--- config.mk ---
export PLATFORM = sky130hd
export DESIGN_NAME = mc_decoder
export DESIGN_NICKNAME = d
export VERILOG_FILES = /design/src/rtl/mc_pkg.sv /design/src/rtl/alu_decoder.sv /design/src/rtl/mc_decoder.sv
export SDC_FILE = /design/constraint.sdc
export NUM_CORES = 1
export LEC_CHECK = 0
export BUFFER_PORTS_ARGS = -buffer_cell sky130_fd_sc_hd__buf_4
export CAP_MARGIN = 20
export CORE_AREA = 2 2 39 41
export DETAILED_ROUTE_END_ITERATION = 12
export DIE_AREA = 0 0 41 43
export HOLD_SLACK_MARGIN = 0.05
export PLACE_DENSITY = 0.78
export SYNTH_ARGS = -nofsm -noshare
export SYNTH_HDL_FRONTEND = slang
export SYNTH_SLANG_ARGS = --single-unit
--- constraint.sdc ---
create_clock -name clk -period 2.5 [get_ports clk]
set_input_delay 0.25 -clock clk [delete_from_list [all_inputs] [get_ports clk]]
set_output_delay 0.25 -clock clk [all_outputs]
set_load 0.05 [all_outputs]
--- src/rtl/mc_pkg.sv ---
// mc_pkg: shared state, ALU control and data-processing opcode encodings
package mc_pkg;
  typedef enum logic [3:0] {
    FETCH, DECODE, MEMADR, MEMREAD, MEMWB, MEMWRITE, EXECUTER, EXECUTEI, ALUWB, BRANCH
  } state_t;
  localparam logic [2:0] ALU_ADD = 3'b000;
  localparam logic [2:0] ALU_SUB = 3'b001;
  localparam logic [2:0] ALU_AND = 3'b010;
  localparam logic [2:0] ALU_ORR = 3'b011;
  localparam logic [2:0] ALU_EOR = 3'b100;
  localparam logic [3:0] OP_AND = 4'b0000;
  localparam logic [3:0] OP_EOR = 4'b0001;
  localparam logic [3:0] OP_SUB = 4'b0010;
  localparam logic [3:0] OP_ADD = 4'b0100;
  localparam logic [3:0] OP_TST = 4'b1000;
  localparam logic [3:0] OP_TEQ = 4'b1001;
  localparam logic [3:0] OP_CMP = 4'b1010;
  localparam logic [3:0] OP_CMN = 4'b1011;
  localparam logic [3:0] OP_ORR = 4'b1100;
endpackage

--- src/rtl/alu_decoder.sv ---
// alu_decoder: data-processing ALU control, flag write enables and legality
module alu_decoder
  import mc_pkg::*;
#(
  parameter bit EXT_ALU = 1'b1
) (
  input  logic [1:0] op_i,
  input  logic [5:0] funct_i,
  input  logic       dp_i,
  input  logic       flag_en_i,
  output logic [2:0] alu_control_o,
  output logic [1:0] flag_w_o,
  output logic       no_write_o,
  output logic       illegal_o
);
  logic [2:0] alu;
  logic       legal, s_bit;
  // Map Funct[4:1] to an ALU operation; extended ops only exist with EXT_ALU
  always_comb begin
    alu = ALU_ADD;
    legal = 1'b1;
    case (funct_i[4:1])
      OP_ADD: alu = ALU_ADD;
      OP_SUB, OP_CMP: alu = ALU_SUB;
      OP_AND, OP_TST: alu = ALU_AND;
      OP_ORR: alu = ALU_ORR;
      OP_EOR, OP_TEQ: begin alu = EXT_ALU ? ALU_EOR : ALU_ADD; legal = EXT_ALU; end
      OP_CMN: legal = EXT_ALU;
      default: legal = 1'b0;
    endcase
  end
  assign no_write_o = op_i == 2'b00 && funct_i[4:3] == 2'b10;
  assign illegal_o = dp_i && !legal;
  assign alu_control_o = dp_i && legal ? alu : ALU_ADD;
  assign s_bit = funct_i[0] | no_write_o;
  assign flag_w_o = flag_en_i && legal ? {s_bit, s_bit && alu_control_o[2:1] == 2'b00} : 2'b00;
endmodule

--- src/rtl/mc_decoder.sv ---
// mc_decoder: multicycle Moore control FSM for a small ARM-like datapath
module mc_decoder
  import mc_pkg::*;
#(
  parameter bit EXT_ALU = 1'b1
) (
  input  logic       clk,
  input  logic       reset,
  input  logic [1:0] Op,
  input  logic [5:0] Funct,
  input  logic [3:0] Rd,
  output logic       PCS,
  output logic       RegW,
  output logic       MemW,
  output logic       IRWrite,
  output logic       NextPC,
  output logic       AdrSrc,
  output logic       ALUSrcA,
  output logic       NoWrite,
  output logic       Illegal,
  output logic       InstrDone,
  output logic [1:0] ResultSrc,
  output logic [1:0] ALUSrcB,
  output logic [1:0] ImmSrc,
  output logic [1:0] RegSrc,
  output logic [1:0] FlagW,
  output logic [2:0] ALUControl
);
  state_t state_q, state_d, st;
  logic   no_write, dp_illegal, branch;
  // While reset is held the outputs already show FETCH, with fetch side effects masked
  assign st = reset ? FETCH : state_q;
  alu_decoder #(.EXT_ALU(EXT_ALU)) u_alu (
    .op_i         (Op),
    .funct_i      (Funct),
    .dp_i         (st inside {EXECUTER, EXECUTEI, ALUWB}),
    .flag_en_i    (st inside {EXECUTER, EXECUTEI}),
    .alu_control_o(ALUControl),
    .flag_w_o     (FlagW),
    .no_write_o   (no_write),
    .illegal_o    (dp_illegal)
  );
  // State register
  always_ff @(posedge clk) state_q <= reset ? FETCH : state_d;
  // Next-state selection from the instruction class
  always_comb begin
    state_d = FETCH;
    case (state_q)
      FETCH: state_d = DECODE;
      DECODE: state_d = Op == 2'b00 ? (Funct[5] ? EXECUTEI : EXECUTER) :
                        Op == 2'b01 ? MEMADR : Op == 2'b10 ? BRANCH : FETCH;
      MEMADR: state_d = Funct[0] ? MEMREAD : MEMWRITE;
      MEMREAD: state_d = MEMWB;
      EXECUTER, EXECUTEI: state_d = ALUWB;
      default: state_d = FETCH;
    endcase
  end
  // Per-state datapath controls
  always_comb begin
    IRWrite = 1'b0;
    NextPC = 1'b0;
    AdrSrc = 1'b0;
    ALUSrcA = 1'b0;
    ALUSrcB = 2'b00;
    ResultSrc = 2'b00;
    MemW = 1'b0;
    RegW = 1'b0;
    Illegal = dp_illegal;
    InstrDone = 1'b0;
    branch = 1'b0;
    case (st)
      FETCH: begin
        IRWrite = ~reset;
        NextPC = ~reset;
        ALUSrcA = 1'b1;
        ALUSrcB = 2'b10;
        ResultSrc = 2'b10;
      end
      DECODE: begin
        ALUSrcA = 1'b1;
        ALUSrcB = 2'b10;
        ResultSrc = 2'b10;
        Illegal = Op == 2'b11;
        InstrDone = Op == 2'b11;
      end
      MEMADR: ALUSrcB = 2'b01;
      MEMREAD: AdrSrc = 1'b1;
      MEMWB: begin
        ResultSrc = 2'b01;
        RegW = 1'b1;
        InstrDone = 1'b1;
      end
      MEMWRITE: begin
        AdrSrc = 1'b1;
        MemW = 1'b1;
        InstrDone = 1'b1;
      end
      EXECUTEI: ALUSrcB = 2'b01;
      ALUWB: begin
        RegW = ~no_write & ~dp_illegal;
        InstrDone = 1'b1;
      end
      BRANCH: begin
        ALUSrcB = 2'b01;
        ResultSrc = 2'b10;
        branch = 1'b1;
        InstrDone = 1'b1;
      end
      default: ;
    endcase
  end
  assign NoWrite = no_write & ~reset;
  assign PCS = (Rd == 4'hF && RegW) || branch;
  assign ImmSrc = Op;
  assign RegSrc = {Op == 2'b01, Op == 2'b10};
endmodule

==> reports/results.env <==
WORSTMARGINPINSLEW_NS=0.512
STARTPOINT_TYPE='flip-flop'
YOSYS.AREA.TOP_TYPE_SHARE_PCT=15.0
SETUP.WORST_PATH.CLASS='reg -> out'
FLOORPLAN.INITIALDENSITY_PCT=38.5
FIN_CRIT_SH_PCT=94.6
REPORT.FINAL.SETUP_VIOL=0
ROUTEDWLPERCELL_UM=11.7
POST_CTS.REPAIR.SETUP_BUFFERS=0
WORST_REG2REG_SETUP_SLACK_NS=1.26
LAYOUT.CELL_AREA.NON_FILLER_UM2=848
REGTOREGENDPOINT='state_q[3]'
WORST-ENDPOINT-ARRIVAL_NS=2.12
CTS-BUFFERS-INSERTED=3
NUMBER_OF_ANTENNA_VIOLATIONS_AT_THE_FIRST_CHECK_IN_GLOBAL_ROUTING=0
POSTROUTEANTENNANETS=0
MAX-CLOCK-PATH-BUFFERS=2
P_PER_AREA_mW_PER_MM2=369
LEAKAGEPOWER_nW=0.377
CORE_AREA_MM2=0.00138
POST_SYNTHESIS_REGISTER_BIT_COUNT=4
DIODES=0
SWITCHINGPOWER_uW=135
CP_MAX_FO=13
HOLDBUFCOUNTCTS=0
DRT_ITER0_MARKERS=4
CP.REQUIRED_NS=2.25
POSTSYNTHNETCOUNT=93
OUTCOME='completed'
DETAILEDPLACEMENTHPWL_UM=1190
SYNTHARSTFLOPSHARE_PCT=0
NETLIST_INSTANCES=79
DRT-TOTAL-WL_UM=1470
SYNTHESIS.AREA_PER_INSTANCE_UM2=6.75
CAP_VIOLATIONS=0
CTS-RESIZED-GATES=0
INSTANCE_COUNT_ALONG_THE_MOST_CRITICAL_HOLD_PATH=3
SYNTH.TOP_CELLS.BY_COUNT='nor2_1 (11), clkbuf_1 (5), nor3_1 (5), o21ai_0 (5)'
OVERFLOW=0
FINISH.NET_COUNT=126
GRT_USE_TOTAL_PCT=19.5
WORSTHOLDSTART='Funct[5]'
SYNTH.AREA.TOP_CELLS='dfxtp_1 (15%), nor2_1 (7.7%), nor4b_1 (4.9%)'
SYNTH.LARGEST_AREA_CELL='dfxtp_1'
CTS.HTREE.LEVELS=1
LARGEST_REGISTERS='state_q x4'
WORST_HOLD_PATH.ENDPOINT='state_q[0]'
HOLDCRITPATHCLASS='in -> reg'
SWITCHING_SHARE_PCT=43.0
IR_DROP_mV=0.305
LARGEST-REGISTER='state_q'
PART_OF_THE_TOTAL_POWER_DISSIPATED_IN_SEQUENTIAL_ELEMENTS_PCT=26.0
RSZ_0062_RAISED_AFTER_GLOBAL_ROUTING='no'
FINALHOLDVIOLCOUNT=0
CTS_TREE='done'
CLOCK_LATENCY_NS=0.23
DRT-PASS1-ITER-COUNT=4
PLACEMENT.CELL_AREA_UM2=825
CTS_ROOT_BUF='clkbuf_4'
DIE_X_UM=41
SYNTH_MOST_COMMON_CELL='nor2_1'
CLOCK.FMAX_MHz=423
INTERNAL_POWER_uW=178
CTS.CLK_SLEW.WORST_PATHS_NS=0.04
NUM_IO_PINS=37
NUM_VIAS=690
FP.DIEAREA_MM2=0.00176
CLOCK_POWER_SHARE_PCT=24.6
DRIVE_GT1_SHARE_PCT=47.3
FIRST_GLOBAL_VIAS=615
WORSTREG2REGSTART='state_q[1]'
FIN_CRIT_NS=2.37
AREA_GROWTH_PCT=59.2
GRT_PASS1_WL_UM=2400
YOSYSWARNINGS=0
MAX_FFS_PER_REGISTER=4
CRITICAL_PATH.ENDPOINT_TYPE='output pin'
COUNT_OF_FLIP_FLOPS_WITH_A_BUILT_IN_ENABLE_AFTER_SYNTHESIS=0
TIMING.SETUP.TNS_NS=0
REMAINING_MAX_SLEW_BUDGET_AT_THE_TIGHTEST_PIN_PCT=65.5
YS_SEQ_AREA_SHARE_PCT=15.0
LAUNCHING_ELEMENT_OF_THE_WORST_SETUP_PATH='state_q[2]'
CLOCK-SINKS=4
BUFFER_PORTS.INSERTED=36
POWER.SHARE.COMBINATIONAL_PCT=49.3
DIE_H_UM=43
PLACEMENT_ROWS=14
SYNTH_FF_TYPE='dfxtp_1'
SYNTH_AREA_UM2=533
PLACE.GP.CONGESTION=0.799
DRT_DRC_VIOLATIONS_LEFT=0
TIMING.CLOCK.SKEW_NS=0.00271
SYNTH_CELL_TYPE_COUNT=36
SLEW_VIOL_FINAL=0
FF2FF_PATH_DEPTH=5
VIAS_PER_CELL=5.48
LARGEST_NET_DEGREE_AT_THE_START_OF_GLOBAL_ROUTING=18
worst max-delay path by stage:
stage / to / cells past startpoint
after global routing: ALUControl[1] / 5
final: ALUControl[1] / 5
after detailed placement: ALUControl[1] / 5
after floorplan: FlagW[0] / 4
after CTS: ALUControl[1] / 5
after global placement: ALUControl[1] / 5
cell families (layout without fill, tap and decap cells):
family	Yosys count	after routing	synth area share, %
multiplexers	1	1	1.88
XOR/XNOR	1	1	1.64
buffers and inverters	11	42	9.86
AO/OA/AOI/OAI	19	19	23.9
flip-flops	4	4	15.0
AND/OR/NAND/NOR	43	43	47.7
worst max-delay path, cell delays in order, from the launching register on:
cell	delay, ns
dfxtp_1	0.43
or3b_4	0.47
o21a_1	0.22
or3_4	0.35
a211oi_2	0.20
buf_4	0.22
cell usage in the layout, fill, tap and decap left out, drive strengths merged, types with 2 or more instances in the layout:
cell | netlist | final
clkbuf | 5 | 3
nor4 | 2 | 2
and3 | 2 | 2
nor3 | 5 | 5
inv | 2 | 2
buf | 4 | 37
nor3b | 2 | 2
or2 | 2 | 2
nor4b | 3 | 3
nand2 | 3 | 3
a21oi | 4 | 4
nor2b | 3 | 3
dfxtp | 4 | 4
nor2 | 11 | 11
nand2b | 3 | 3
or3 | 2 | 2
o21ai | 7 | 7
metal layers:
layer	global-route usage [%]	part of all wire (%)
met5	0	0
met3	3.66	5.8
met2	32.8	54
met1	20.3	40
met4	12.7	0
layout make-up:
class	count	area, um^2
Sequential cell	4	81.3
Timing Repair Buffer	37	278
Clock buffer	3	22.5
Multi-Input combinational cell	64	439
Tap cell	16	20.0
Inverter	2	7.51
Fill cell	130	536
through the flow:
step | hold slack, ns | setup slack (ns) | cells | utilization (%) | power (mW)
detailed placement | 0.559 | 0.310 | 123 | 59.6 | 0.237
floorplan | 0.432 | -0.0486 | 79 | - | 0.188
global route | 0.344 | 0.0480 | 126 | 61.3 | 0.339
finish | 0.323 | 0.135 | 126 | 61.3 | 0.313
global placement | 0.564 | 0.349 | 123 | 59.6 | 0.235
CTS | 0.311 | 0.0537 | 126 | 61.2 | 0.319
power groups by stage:
stage	registers [mW]	clock network, mW	logic, mW
floorplan	0.0730	0	0.116
global placement	0.0820	0	0.153
detailed placement	0.0822	0	0.155
CTS	0.0812	0.0825	0.155
global route	0.0832	0.0909	0.165
finish	0.0815	0.0770	0.154
Note: power is estimated with default switching activity, not from simulation.
